## src/rtl/branch_unit_if.sv

```systemverilog
`default_nettype none
// branch_unit_if : decoder/flag/PC-side bundle of the branch resolver.
// Rev 1.0 - initial release.
interface branch_unit_if #(
    parameter int BITS = 16
);
    logic            br_valid;
    logic            br_ready;
    logic [3:0]      br_cond;
    logic [BITS-1:0] br_target;
    logic [BITS-1:0] br_pc;
    logic            br_link;
    logic            C;
    logic            Z;
    logic            S;
    logic            flags_pending;
    logic            pc_load;
    logic [BITS-1:0] pc_out;
    logic            flush;
    logic            br_done;
    logic            br_taken;
    logic            lr_we;
    logic [BITS-1:0] lr_out;

    modport master (
        output br_valid, br_cond, br_target, br_pc, br_link,
        output C, Z, S, flags_pending,
        input  br_ready, pc_load, pc_out, flush, br_done, br_taken, lr_we, lr_out
    );

    modport slave (
        input  br_valid, br_cond, br_target, br_pc, br_link,
        input  C, Z, S, flags_pending,
        output br_ready, pc_load, pc_out, flush, br_done, br_taken, lr_we, lr_out
    );
endinterface
`default_nettype wire

```

## src/rtl/branch_unit.sv

```systemverilog
`default_nettype none
// branch_unit : resolves C/Z/S conditional branches, drives PC load and a timed flush.
// Rev 1.0 - link-register write built only when BRANCH_LINK_EN is defined.
module branch_unit #(
    parameter int BITS         = 16,
    parameter int FLUSH_CYCLES = 2
) (
    input  wire logic      CLK,
    input  wire logic      RSTb,
    branch_unit_if.slave   bus
);
    typedef enum logic [1:0] {
        S_IDLE  = 2'd0,
        S_EVAL  = 2'd1,
        S_FLUSH = 2'd2
    } state_t;

    // Counter holds the remaining flush cycles after the current one.
    localparam logic [3:0] c_flush_init = 4'(FLUSH_CYCLES - 1);

    state_t          state_q, state_d;
    logic [3:0]      cond_q, cond_d;
    logic [BITS-1:0] target_q, target_d;
    logic [3:0]      cnt_q, cnt_d;
    logic [BITS-1:0] pc_out_q, pc_out_d;
    logic            pc_load_q, pc_load_d;
    logic            flush_q, flush_d;
    logic            done_q, done_d;
    logic            taken_q, taken_d;
    logic            w_cond_true;

    always_comb begin
        w_cond_true = 1'b0;
        case (cond_q)
            4'd0:    w_cond_true = 1'b1;
            4'd1:    w_cond_true = bus.Z;
            4'd2:    w_cond_true = !bus.Z;
            4'd3:    w_cond_true = bus.S;
            4'd4:    w_cond_true = !bus.S;
            4'd5:    w_cond_true = bus.C;
            4'd6:    w_cond_true = !bus.C;
            4'd7:    w_cond_true = bus.C | bus.Z;
            4'd8:    w_cond_true = !bus.C & !bus.Z;
            4'd9:    w_cond_true = bus.S | bus.Z;
            4'd10:   w_cond_true = !bus.S & !bus.Z;
            default: w_cond_true = 1'b0;
        endcase
    end

`ifdef BRANCH_LINK_EN
    localparam logic [BITS-1:0] c_one = {{(BITS-1){1'b0}}, 1'b1};

    logic            link_q, link_d;
    logic [BITS-1:0] brpc_q, brpc_d;
    logic            lr_we_q, lr_we_d;
    logic [BITS-1:0] lr_out_q, lr_out_d;
`else
    logic w_unused_link;
    assign w_unused_link = ^{bus.br_link, bus.br_pc};
`endif

    always_comb begin
        state_d   = state_q;
        cond_d    = cond_q;
        target_d  = target_q;
        cnt_d     = cnt_q;
        pc_out_d  = pc_out_q;
        flush_d   = flush_q;
        pc_load_d = 1'b0;
        done_d    = 1'b0;
        taken_d   = 1'b0;
`ifdef BRANCH_LINK_EN
        link_d    = link_q;
        brpc_d    = brpc_q;
        lr_we_d   = 1'b0;
        lr_out_d  = lr_out_q;
`endif
        case (state_q)
            S_IDLE: begin
                if (bus.br_valid) begin
                    cond_d   = bus.br_cond;
                    target_d = bus.br_target;
`ifdef BRANCH_LINK_EN
                    link_d   = bus.br_link;
                    brpc_d   = bus.br_pc;
`endif
                    state_d  = S_EVAL;
                end
            end
            S_EVAL: begin
                // An ALU op in flight will rewrite the flags; wait until they settle.
                if (!bus.flags_pending) begin
                    done_d = 1'b1;
                    if (w_cond_true) begin
                        taken_d   = 1'b1;
                        pc_load_d = 1'b1;
                        pc_out_d  = target_q;
                        flush_d   = 1'b1;
                        cnt_d     = c_flush_init;
                        state_d   = S_FLUSH;
`ifdef BRANCH_LINK_EN
                        if (link_q) begin
                            lr_we_d  = 1'b1;
                            lr_out_d = brpc_q + c_one;
                        end
`endif
                    end else begin
                        state_d = S_IDLE;
                    end
                end
            end
            S_FLUSH: begin
                if (cnt_q == 4'd0) begin
                    flush_d = 1'b0;
                    state_d = S_IDLE;
                end else begin
                    cnt_d = cnt_q - 4'd1;
                end
            end
            default: state_d = S_IDLE;
        endcase
    end

    always_ff @(posedge CLK) begin
        if (!RSTb) begin
            state_q   <= S_IDLE;
            cond_q    <= 4'd0;
            target_q  <= '0;
            cnt_q     <= 4'd0;
            pc_out_q  <= '0;
            pc_load_q <= 1'b0;
            flush_q   <= 1'b0;
            done_q    <= 1'b0;
            taken_q   <= 1'b0;
        end else begin
            state_q   <= state_d;
            cond_q    <= cond_d;
            target_q  <= target_d;
            cnt_q     <= cnt_d;
            pc_out_q  <= pc_out_d;
            pc_load_q <= pc_load_d;
            flush_q   <= flush_d;
            done_q    <= done_d;
            taken_q   <= taken_d;
        end
    end

`ifdef BRANCH_LINK_EN
    always_ff @(posedge CLK) begin
        if (!RSTb) begin
            link_q   <= 1'b0;
            brpc_q   <= '0;
            lr_we_q  <= 1'b0;
            lr_out_q <= '0;
        end else begin
            link_q   <= link_d;
            brpc_q   <= brpc_d;
            lr_we_q  <= lr_we_d;
            lr_out_q <= lr_out_d;
        end
    end

    assign bus.lr_we  = lr_we_q;
    assign bus.lr_out = lr_out_q;
`else
    assign bus.lr_we  = 1'b0;
    assign bus.lr_out = '0;
`endif

    assign bus.br_ready = (state_q == S_IDLE);
    assign bus.pc_load  = pc_load_q;
    assign bus.pc_out   = pc_out_q;
    assign bus.flush    = flush_q;
    assign bus.br_done  = done_q;
    assign bus.br_taken = taken_q;
endmodule
`default_nettype wire
```

## src/flat_wrapper.sv

```systemverilog
// flat-port wrapper written by rule: the top's interface ports become plain ports
module branch_unit_flat 
#(
    parameter int BITS         = 16,
    parameter int FLUSH_CYCLES = 2
)
  (CLK, RSTb, bus_br_valid, bus_br_cond, bus_br_target, bus_br_pc, bus_br_link, bus_C, bus_Z, bus_S, bus_flags_pending, bus_br_ready, bus_pc_load, bus_pc_out, bus_flush, bus_br_done, bus_br_taken, bus_lr_we, bus_lr_out);
  branch_unit_if #(.BITS(BITS)) bus_i ();
  input  wire logic CLK;
  input  wire logic RSTb;
  input wire logic [$bits(bus_i.br_valid)-1:0] bus_br_valid;
  input wire logic [$bits(bus_i.br_cond)-1:0] bus_br_cond;
  input wire logic [$bits(bus_i.br_target)-1:0] bus_br_target;
  input wire logic [$bits(bus_i.br_pc)-1:0] bus_br_pc;
  input wire logic [$bits(bus_i.br_link)-1:0] bus_br_link;
  input wire logic [$bits(bus_i.C)-1:0] bus_C;
  input wire logic [$bits(bus_i.Z)-1:0] bus_Z;
  input wire logic [$bits(bus_i.S)-1:0] bus_S;
  input wire logic [$bits(bus_i.flags_pending)-1:0] bus_flags_pending;
  output wire logic [$bits(bus_i.br_ready)-1:0] bus_br_ready;
  output wire logic [$bits(bus_i.pc_load)-1:0] bus_pc_load;
  output wire logic [$bits(bus_i.pc_out)-1:0] bus_pc_out;
  output wire logic [$bits(bus_i.flush)-1:0] bus_flush;
  output wire logic [$bits(bus_i.br_done)-1:0] bus_br_done;
  output wire logic [$bits(bus_i.br_taken)-1:0] bus_br_taken;
  output wire logic [$bits(bus_i.lr_we)-1:0] bus_lr_we;
  output wire logic [$bits(bus_i.lr_out)-1:0] bus_lr_out;
  assign bus_i.br_valid = bus_br_valid;
  assign bus_i.br_cond = bus_br_cond;
  assign bus_i.br_target = bus_br_target;
  assign bus_i.br_pc = bus_br_pc;
  assign bus_i.br_link = bus_br_link;
  assign bus_i.C = bus_C;
  assign bus_i.Z = bus_Z;
  assign bus_i.S = bus_S;
  assign bus_i.flags_pending = bus_flags_pending;
  assign bus_br_ready = bus_i.br_ready;
  assign bus_pc_load = bus_i.pc_load;
  assign bus_pc_out = bus_i.pc_out;
  assign bus_flush = bus_i.flush;
  assign bus_br_done = bus_i.br_done;
  assign bus_br_taken = bus_i.br_taken;
  assign bus_lr_we = bus_i.lr_we;
  assign bus_lr_out = bus_i.lr_out;
  branch_unit #(.BITS(BITS), .FLUSH_CYCLES(FLUSH_CYCLES)) u_core (.CLK(CLK), .RSTb(RSTb), .bus(bus_i));
endmodule
```

## config.mk

```make
export PLATFORM = sky130hd
export DESIGN_NAME = branch_unit_flat
export DESIGN_NICKNAME = d
export VERILOG_FILES = /design/src/rtl/branch_unit_if.sv /design/src/rtl/branch_unit.sv /design/src/flat_wrapper.sv
export SDC_FILE = /design/constraint.sdc
export NUM_CORES = 1
export LEC_CHECK = 0
export ABC_CLOCK_PERIOD_IN_PS = 2100
export BUFFER_PORTS_ARGS = -buffer_cell sky130_fd_sc_hd__buf_2
export CAP_MARGIN = 15
export CORE_MARGIN = 4
export CORE_UTILIZATION = 35
export CTS_CLUSTER_SIZE = 14
export DETAILED_ROUTE_END_ITERATION = 10
export GPL_TIMING_DRIVEN = 0
export PLACE_DENSITY = 0.62
export SETUP_SLACK_MARGIN = 0.5
export SLEW_MARGIN = 25
export SYNTH_ARGS = -nofsm -noshare
export SYNTH_HDL_FRONTEND = slang
export SYNTH_SLANG_ARGS = --single-unit
```

## constraint.sdc

```tcl
create_clock -name CLK -period 2.1 [get_ports CLK]
set_input_delay 0.42 -clock CLK [delete_from_list [all_inputs] [get_ports CLK]]
set_output_delay 0.42 -clock CLK [all_outputs]
set_load 0.01 [all_outputs]
```

# ---- Yosys cells after proc, flatten, opt, wreduce, memory -nomap -nowiden
# Cells that the tools add are included.
dict set report classes {
  addsub 1
  n_eq_ne 17
  mux 16
  bitwise 7
  n_reduce_logical 14
}
# op count
set ops {}
lappend ops {{4-bit by 3-bit equality test with 1-bit output, second input constant} 4}
lappend ops {{4-bit equality test, second input constant} 3}
lappend ops {{4-bit 2-to-1 mux} 3}
lappend ops {{1-bit case mux with 11 select lines} 1}
lappend ops {{4-bit by 2-bit equality test with 1-bit output, second input constant} 2}
lappend ops {{4-bit zero test} 2}
lappend ops {{2-bit 2-to-1 mux} 4}
lappend ops {{4-bit case mux with 2 select lines} 1}
lappend ops {{4-bit AND reduction} 2}
lappend ops {{2-bit != test, second input constant} 3}
lappend ops {{2-bit case mux with 3 select lines} 1}
lappend ops {{3-bit AND reduction} 2}
lappend ops {{1-bit 2-to-1 mux} 5}
lappend ops {{4-bit by 1-bit equality test with 1-bit output, second input constant} 1}
lappend ops {{2-bit by 1-bit != test with 1-bit output, second input constant} 2}
lappend ops {{2-bit AND reduction} 2}
lappend ops {{4-bit by 1-bit subtractor with 4-bit output, second input constant} 1}
lappend ops {{1-bit zero test} 3}
lappend ops {{1-bit NOT} 3}
lappend ops {{3-bit OR reduction} 1}
lappend ops {{1-bit bitwise AND} 2}
lappend ops {{2-bit by 1-bit equality test with 1-bit output, second input constant} 1}
lappend ops {{2-bit equality test, second input constant} 1}
lappend ops {{2-bit zero test} 1}
lappend ops {{3 further kinds} 4}
dict set report totals {
  ff_bits 45
  out_inout_bits 38
  word_cells 63
}

# ---- Depth between registers and ports, before layout
# Gate-level depths: netlist (run 1).
dict set report depth {
  word_depth 6
  depth_mapped 7
  ltp_nobuf 7
}

# ---- Worst setup path before layout (run 1)
# No wires, ideal clock.
dict set report synth_timing {
  path_type {input to register}
  start {input port bus_S}
  end {register u_core.pc_out_q[10], in the netlist u_core.bus.pc_out[10]}
  setup_ps 72
  t_arrival_ps 2005
  slack_ps 24
  cell_stages 6
  path_buffers 1
  path_cell_list {and2_4 > or4_1 > a211o_1 > a21oi_4 > buf_12 > mux2i_1}
}
dict set report synth_via {
  elab_chain_len 4
}
# item line_no
set synth_rtl {}
lappend synth_rtl {{start: declaration} flat_wrapper.sv:18} ;# input wire logic [$bits(bus_i.S)-1:0] bus_S;
lappend synth_rtl {{1-bit zero test} {branch_unit.sv:39, branch_unit.sv:45}}
lappend synth_rtl {{1-bit bitwise AND} branch_unit.sv:45} ;# 4'd10: w_cond_true = !bus.S & !bus.Z;
lappend synth_rtl {{1-bit case mux with 11 select lines (*)} branch_unit.sv:34} ;# case (cond_q)
lappend synth_rtl {{3-bit AND reduction (no line) (*)} -}
lappend synth_rtl {{end signal: assignment} branch_unit.sv:140} ;# pc_out_q <= pc_out_d;
lappend synth_rtl {{end: declaration} branch_unit.sv:25} ;# logic [BITS-1:0] pc_out_q, pc_out_d;
# Mark *: on every way between the ends. The rest lies on a longest branch, timed or not.
# A chain may end at the register's enable or synchronous reset.

# ---- Worst setup path in the final report (run 1)
dict set report layout_timing {
  start {register u_core.cond_q[1]}
  end {register u_core.pc_out_q[11], in the netlist u_core.bus.pc_out[11]}
}
dict set report layout_via {
  elab_chain_len 3
}
# item line_no
set layout_rtl {}
lappend layout_rtl {{start: declaration} branch_unit.sv:22} ;# logic [3:0] cond_q, cond_d;
lappend layout_rtl {{start signal: assignment} branch_unit.sv:137} ;# cond_q <= cond_d;
lappend layout_rtl {{4-bit equality test, or another cell as far along} branch_unit.sv:34}
lappend layout_rtl {{1-bit case mux with 11 select lines (*)} branch_unit.sv:34}
lappend layout_rtl {{3-bit AND reduction (no line) (*)} -}
# Marked as above.

==> results of run 1 <==
==> Yosys cell counts, drive strengths merged (3+ instances only) <==
master,count,area share [%]
buf,20,8.1
clkbuf,10,1.9
nor2b,4,1.3
o21ai,6,1.5
a21oi,24,6.6
inv,4,0.76
nor2,5,0.95
nand2,76,14
dfxtp,45,45
a31oi,3,0.95
mux2i,18,9.1
==> power breakdown <==
| group | switching [uW] | total [uW] | leakage, uW | internal (uW) |
|---|---|---|---|---|
| clock network | 264 | 525 | 0.0000443 | 261 |
| logic | 140 | 261 | 0.000722 | 121 |
| registers | 21.7 | 910 | 0.000368 | 888 |
| total | 426 | 1700 | 0.00113 | 1270 |
==> what timing repair did <==
| action | CTS | global route |
|---|---|---|
| resized for setup | 6 | 5 |
| setup endpoints to repair | 22 | 42 |
| pin swaps | 4 | 0 |
| buffers inserted | 7 | 1 |
==> final cells by class <==
type	instances	area, um2
repair buffers	55	299.0
clock buffers	7	86.33
flip-flops and latches	45	905.9
inverters	4	15.01
well taps	72	90.09
plain buffers	30	206.4
fillers	563	2972
multi-input cells	176	932.1
==> registers in the layout, summed over array words and instances, names as in the netlist <==
| name | flops |
|---|---|
| u_core.bus.pc_load | 1 |
| u_core.cond_q | 4 |
| u_core.target_q | 16 |
| u_core.bus.pc_out | 16 |
| u_core.cnt_q | 4 |
| u_core.bus.br_done | 1 |
| u_core.state_q | 2 |
| u_core.bus.flush | 1 |
==> critical path, delay by kind of cell, from the launching register on <==
family,cells,cell delay (ns)
simple gates,2,0.59
compound gates,2,0.52
flops,1,0.35
buf+inv,1,0.19
mux,1,0.18
==> routing by layer <==
| metal | track usage [%] | vias to the layer above | wire [um] |
|---|---|---|---|
| met2 | 21.28 | 38 | 2136 |
| met3 | 3.472 | 2 | 245 |
| li1 | - | 912 | - |
| met4 | 3.566 | 0 | 20 |
| met5 | 0 | - | 0 |
| met1 | 16.29 | 783 | 2047 |
==> path summary, 6_finish.rpt <==
check                                           start                    end  depth (start not counted)
worst max-delay path                 u_core.cond_q[1]  u_core.bus.pc_out[11]                          6
worst min-delay path                   bus_br_cond[1]       u_core.cond_q[1]                          3
worst max register to register       u_core.cond_q[1]  u_core.bus.pc_out[11]                          6
worst min register to register  u_core.bus.pc_out[13]  u_core.bus.pc_out[13]                          2
==> logic make-up (layout without fill, tap and decap cells) <==
kind of cell,count (synthesis),count (layout)
flip-flops,45,45
multiplexers,18,18
AND/OR/NAND/NOR,98,98
other,1,17
AO/OA/AOI/OAI,41,41
buffers and inverters,34,96
adder cells (fa/ha/maj),2,2
==> metrics by stage <==
| step | TNS [ns] | area, um2 | std cells |
|---|---|---|---|
| after CTS | 0 | 2525 | 388 |
| after global placement | -2.957 | 2371 | 374 |
| after floorplan | 0 | 2046 | 255 |
| after detailed placement | -3.077 | 2371 | 374 |
| final | 0 | 2535 | 389 |
| after global routing | 0 | 2535 | 389 |
==> reports/results.txt, run 1 <==
routed len/inst: 11.44 um
CTS Root Buffer Type: clkbuf_8
Hold WS: 0.3593 ns
Detailed Route WL: 4.449 mm
DRC errors left: 0
CTS Hold Bufs: 0
Startpoint Class: flip-flop
f_max: 0.5240 GHz
CP required: 2.32 ns
post-synthesis register bit count: 45
ys async rst share: 0%
GR Overflow Total: 0
warnings from Yosys: 0
Fin. Hold Viols: 0
R2R Setup Slk: 0.19 ns
final setup margin: 0.1916 ns
HP Class: input port to flip-flop
Syn Area/Cell: 8.308 um2
worst skew pair latency: 0.28 ns
area delta synth->final: 27.66%
Synth Area in XOR/XNOR: 0%
initial antenna violation count: 0
CORE AREA: 0.005507 mm2
RSZ-0062 raised after global routing: true
CP Data Arrival Time: 2.13 ns
mux cell area share after synthesis: 9.074%
largest net degree at the start of global routing: 13
commonest non-fill, non-tap cells in the layout: nand2_1 (76), buf_2 (47), dfxtp_1 (43)
compound-gate portion of the synthesized area: 12.48%
Total Routing Usage GR: 12.82%
count of cell types in the netlist: 34
post-layout util: 46.04%
CP max-delay cell: or4_1
via/cell ratio: 4.460
number of synthesized flops with an enable pin: 0
die span in y: 83.32 um
CP Class: flip-flop to flip-flop
Critical Path End Type: flip-flop
Setup Viol. Count Final: 0
Clock Pin Slew Worst Setup and Hold Paths: 0.08 ns
# diodes: 0
RD Place Congestion: 0.8039
pwr dens: 669.0 mW/mm2
cells along the critical path: and2_4 > or4_1 > a211o_1 > a21oi_4 > buf_4 > mux2i_1
die area: 0.006942 mm2
via count: 1735
first-pass GRT wire length: 7.445 mm
number of H-tree levels: 2
row cnt: 27
leading cell type in the layout, fill and taps excluded: nand2_1
hpwl dp: 3.204 mm
CTS Sinks: 45
worst vdd ir: 0.4492 mV
Primary FF master, synth: dfxtp_1
Place WS: -0.2655 ns
vias in the first global route: 1628
final cycle utilization of the critical path: 90.88%
Cells after Synth: 239
share of cells above drive strength 1: 27.76%
sequential area share after synthesis: 45.37%
crit path max fanout: 4
CTS max path bufs: 2
CTS tree: done
Clock Skew: 0.002156 ns
drt initial violations: 76
die width: 83.32 um
antenna viol nets, final: 0
TritonCTS buffer count: 5
Pleak: 0.001134 uW
fin crit period: 1.908 ns
Buffers on Ports: 47
Power Total: 1696 uW
Final Max Slew Viols: 0
synthesized cell area: 0.001986 mm2
drt pass-1 iters: 4
Starting Density: 36.06%
status: completed
Synth Area in Adders: 1.260%
largest family of logic cells by synthesized area: simple AND/OR/NAND/NOR gates
max incr delay on CP: 0.46 ns
Synth Area in Simple Gates: 20.92%
I/O Pins: 82
number of nets in the layout: 363
maxcap violations: 0
(Power assumes the default switching activity.)
==> inputs of run 2 (changes only) <==
- ABC_AREA: not set -> 1
==> run 2 against run 1 <==
- clock skew is 0.0030 ns higher
- sequential power is 4.8% higher
- sequential share of layout area is 1.2 points higher
- final cell count is 5.1% higher
- critical endpoint is now u_core.bus.flush
- largest cell class is now sequential cells
==> reports/results.txt, run 2 <==
drt initial violations: 104 (+37%)
CP Data Arrival Time: 1.68 ns (-0.45 ns)
f_max: 0.7000 GHz (+34%)
ys async rst share: 0% (unchanged)
leading cell type in the layout, fill and taps excluded: nor2_1
Clock Power Share: 29.6% (-1.4 points)
Syn Area/Cell: 7.311 um2 (-12%)
worst skew pair latency: 0.30 ns (+0.02 ns)
CP required: 2.35 ns (+0.03 ns)
status: completed
Cells after Synth: 268 (+12%)
CTS max path bufs: 2 (unchanged)
Switch Pwr: 531.8 uW (+25%)
Clock Pin Slew Worst Setup and Hold Paths: 0.08 ns (about the same)
RD Place Congestion: 0.8628 (+7.3%)
Starting Density: 37.18% (+1.1 points)
CTS Root Buffer Type: clkbuf_8
die area: 0.006859 mm2 (-1.2%)
DRC errors left: 0 (unchanged)
area delta synth->final: 24.78%
Fin. Hold Viols: 0 (unchanged)
combinational share of power: 18.2% (+2.8 points)
routed len/inst: 10.40 um (-9.0%)
via count: 1791 (+3.2%)
antenna viol nets, final: 0 (unchanged)
HP Class: input port to flip-flop
fill count: 588 (+4.4%)
final cycle utilization of the critical path: 68.03% (-23 points)
share of the synthesized area in the top cell type: 45.98% (+0.61 points)
sequential area share after synthesis: 45.98% (+0.61 points)
count of cell types in the netlist: 26 (-24%)
cells along the critical path: nand2_1 > clkinv_1 > nor2_1 > nor2_2 > nand2_2 > nand2_4 > nand4_4 > inv_4 > buf_12 > nand2_1 > nand2_1
setup tns final: 0 ns (unchanged)
I/O Pins: 82 (unchanged)
number of H-tree levels: 2 (unchanged)
vias in the first global route: 1682 (+3.3%)
# diodes: 0 (unchanged)
share of cells above drive strength 1: 25.96% (-1.8 points)
Worst path most repeated cell: nand2_1
GR Overflow Total: 0 (unchanged)
warnings from Yosys: 0 (unchanged)
non-filler instance count after layout: 409 (+5.1%)
largest net degree at the start of global routing: 16 (+3)
Buffers on Ports: 47 (unchanged)
synth top area cells: dfxtp_1 (46%), nor2_1 (15%), o21ai_0 (9.2%)
first-pass GRT wire length: 7.093 mm (-4.7%)
Final Max Slew Viols: 0 (unchanged)
switching part of the total: 29.11% (+4.0 points)
post-synthesis register bit count: 45 (unchanged)
max incr delay on CP: 0.37 ns (-0.09 ns)
setup bufs post-CTS: 0 (-7)
number of nets in the layout: 384 (+5.8%)
CP max-delay cell: dfxtp_2
Clock Skew: 0.005181 ns (+0.003025 ns)
Internal Power: 1295 uW (+2.0%)
CORE AREA: 0.005270 mm2 (-4.3%)
drt pass-1 iters: 4 (unchanged)
crit path max fanout: 10 (+6)
via/cell ratio: 4.379 (-1.8%)
commonest non-fill, non-tap cells in the layout: nor2_1 (79), buf_2 (48), dfxtp_1 (44)
hpwl dp: 3.258 mm (+1.7%)
Startpoint Class: flip-flop
die width: 82.82 um (-0.60%)
most frequent cells after synthesis: nor2_1 (79), dfxtp_1 (45), o21ai_0 (36)
fin crit period: 1.429 ns (-0.4797 ns)
Setup Viol. Count Final: 0 (unchanged)
TritonCTS buffer count: 5 (unchanged)
row cnt: 26 (-3.7%)
RSZ-0062 raised after global routing: false
worst vdd ir: 0.4224 mV (-6.0%)
Pleak: 0.001228 uW (+8.3%)
maxcap violations: 0 (unchanged)
most common cell in the netlist: nor2_1
Primary FF master, synth: dfxtp_1
Total Routing Usage GR: 12.57% (-0.25 points)
leading area contributor after synthesis: dfxtp_1
Detailed Route WL: 4.255 mm (-4.4%)
CTS Sinks: 45 (unchanged)
Critical Path End Type: flip-flop
dpl cells: 401 (+7.2%)
die span in y: 82.82 um (-0.60%)
Reg power frac: 52.3% (-1.3 points)
synthesized cell area: 0.001959 mm2 (-1.3%)
initial antenna violation count: 0 (unchanged)
CP Class: flip-flop to flip-flop
CTS tree: done
pwr dens: 747.1 mW/mm2 (+12%)
number of synthesized flops with an enable pin: 0 (unchanged)
[run 2: changes by cell type after synthesis, moves of 3 or more]
cell      delta
clkbuf_1     -5
nor2_2       +3
nand2_1     -46
inv_1       +14
mux2i_1     -18
a31oi_1      -3
o21ai_1      +3
nand3_1      +7
a21oi_1     -16
o21ai_0     +30
nor2b_1      -4
nor2_1      +74
[run 2: worst max-delay path, delay by kind of cell (launching register included)]
kind / cells / cell delay (ns)
buffers and inverters: 3 / 0.33
and+or+nand+nor: 8 / 0.68
DFF: 1 / 0.37
[run 2: metal layers]
| layer | vias to the layer above | share of wire, % | global-route usage, % |
|---|---|---|---|
| met4 | 0 | 1.8 | 6.241 |
| met3 | 7 | 6.1 | 4.158 |
| li1 | 939 | - | - |
| met2 | 48 | 49 | 21.87 |
| met1 | 797 | 43 | 13.58 |
| met5 | - | 0 | 0 |
[run 2: area by class of cell]
| cell class | count | area [um2] | area share (%) |
|---|---|---|---|
| buffer | 27 | 193.9 | 7.932 |
| clock buffer | 5 | 68.82 | 2.815 |
| clock inverter | 3 | 21.27 | 0.8700 |
| inverter | 22 | 88.84 | 3.634 |
| multi-input combinational | 190 | 847.1 | 34.65 |
| sequential | 45 | 902.1 | 36.90 |
| tap | 70 | 87.58 | 3.582 |
| timing repair buffer | 47 | 235.2 | 9.621 |
[run 2: power groups by stage]
stage,logic [uW],clock network [uW],registers [uW]
after floorplan,226,0,979
after global placement,327,0,973
after detailed placement,331,0,975
after CTS,332,562,955
after global routing,383,600,964
final,332,540,954
[run 2: kinds of logic (layout without fill, tap and decap cells)]
family	after synthesis	count (layout)	share of synthesized area, %
AO/OA/AOI/OAI	47	47	12.13
adder cells (fa/ha/maj)	2	2	1.277
buffers and inverters	49	104	14.24
flip-flops	45	45	45.98
other	1	17	0.1914
AND/OR/NAND/NOR	124	124	26.18
[run 2: path summary, 6_finish.rpt]
| check | from | endpoint | slack (ns) | cells after the start |
|---|---|---|---|---|
| worst max-delay path | u_core.cond_q[1] | u_core.bus.flush | 0.67 | 11 |
| worst min-delay path | bus_br_target[10] | u_core.target_q[10] | 0.37 | 3 |
| worst max register to register | u_core.cond_q[1] | u_core.bus.flush | 0.67 | 11 |
| worst min register to register | u_core.bus.pc_out[15] | u_core.bus.pc_out[15] | 0.48 | 2 |
[run 2: timing repair]
action | 4_1_cts | 5_1_grt
resized for setup | 0 | 5
setup endpoints to repair | 0 | 18
endpoints found under the hold margin | 0 | 0
hold buffers | 0 | 0
[run 2: stage by stage]
step | power, uW | util, % | hold slack, ns | worst slack [ns] | instance area, um2
2_1_floorplan | 1206 | - | 0.4495 | 0.7362 | 2019
3_3_place_gp | 1300 | 44.44 | 0.4579 | 0.4658 | 2342
3_5_place_dp | 1306 | 44.44 | 0.4669 | 0.4402 | 2342
5_1_grt | 1947 | 46.39 | 0.3807 | 0.5202 | 2445
4_1_cts | 1849 | 46.15 | 0.3626 | 0.5618 | 2432
6_report | 1826 | 46.39 | 0.3667 | 0.6714 | 2445
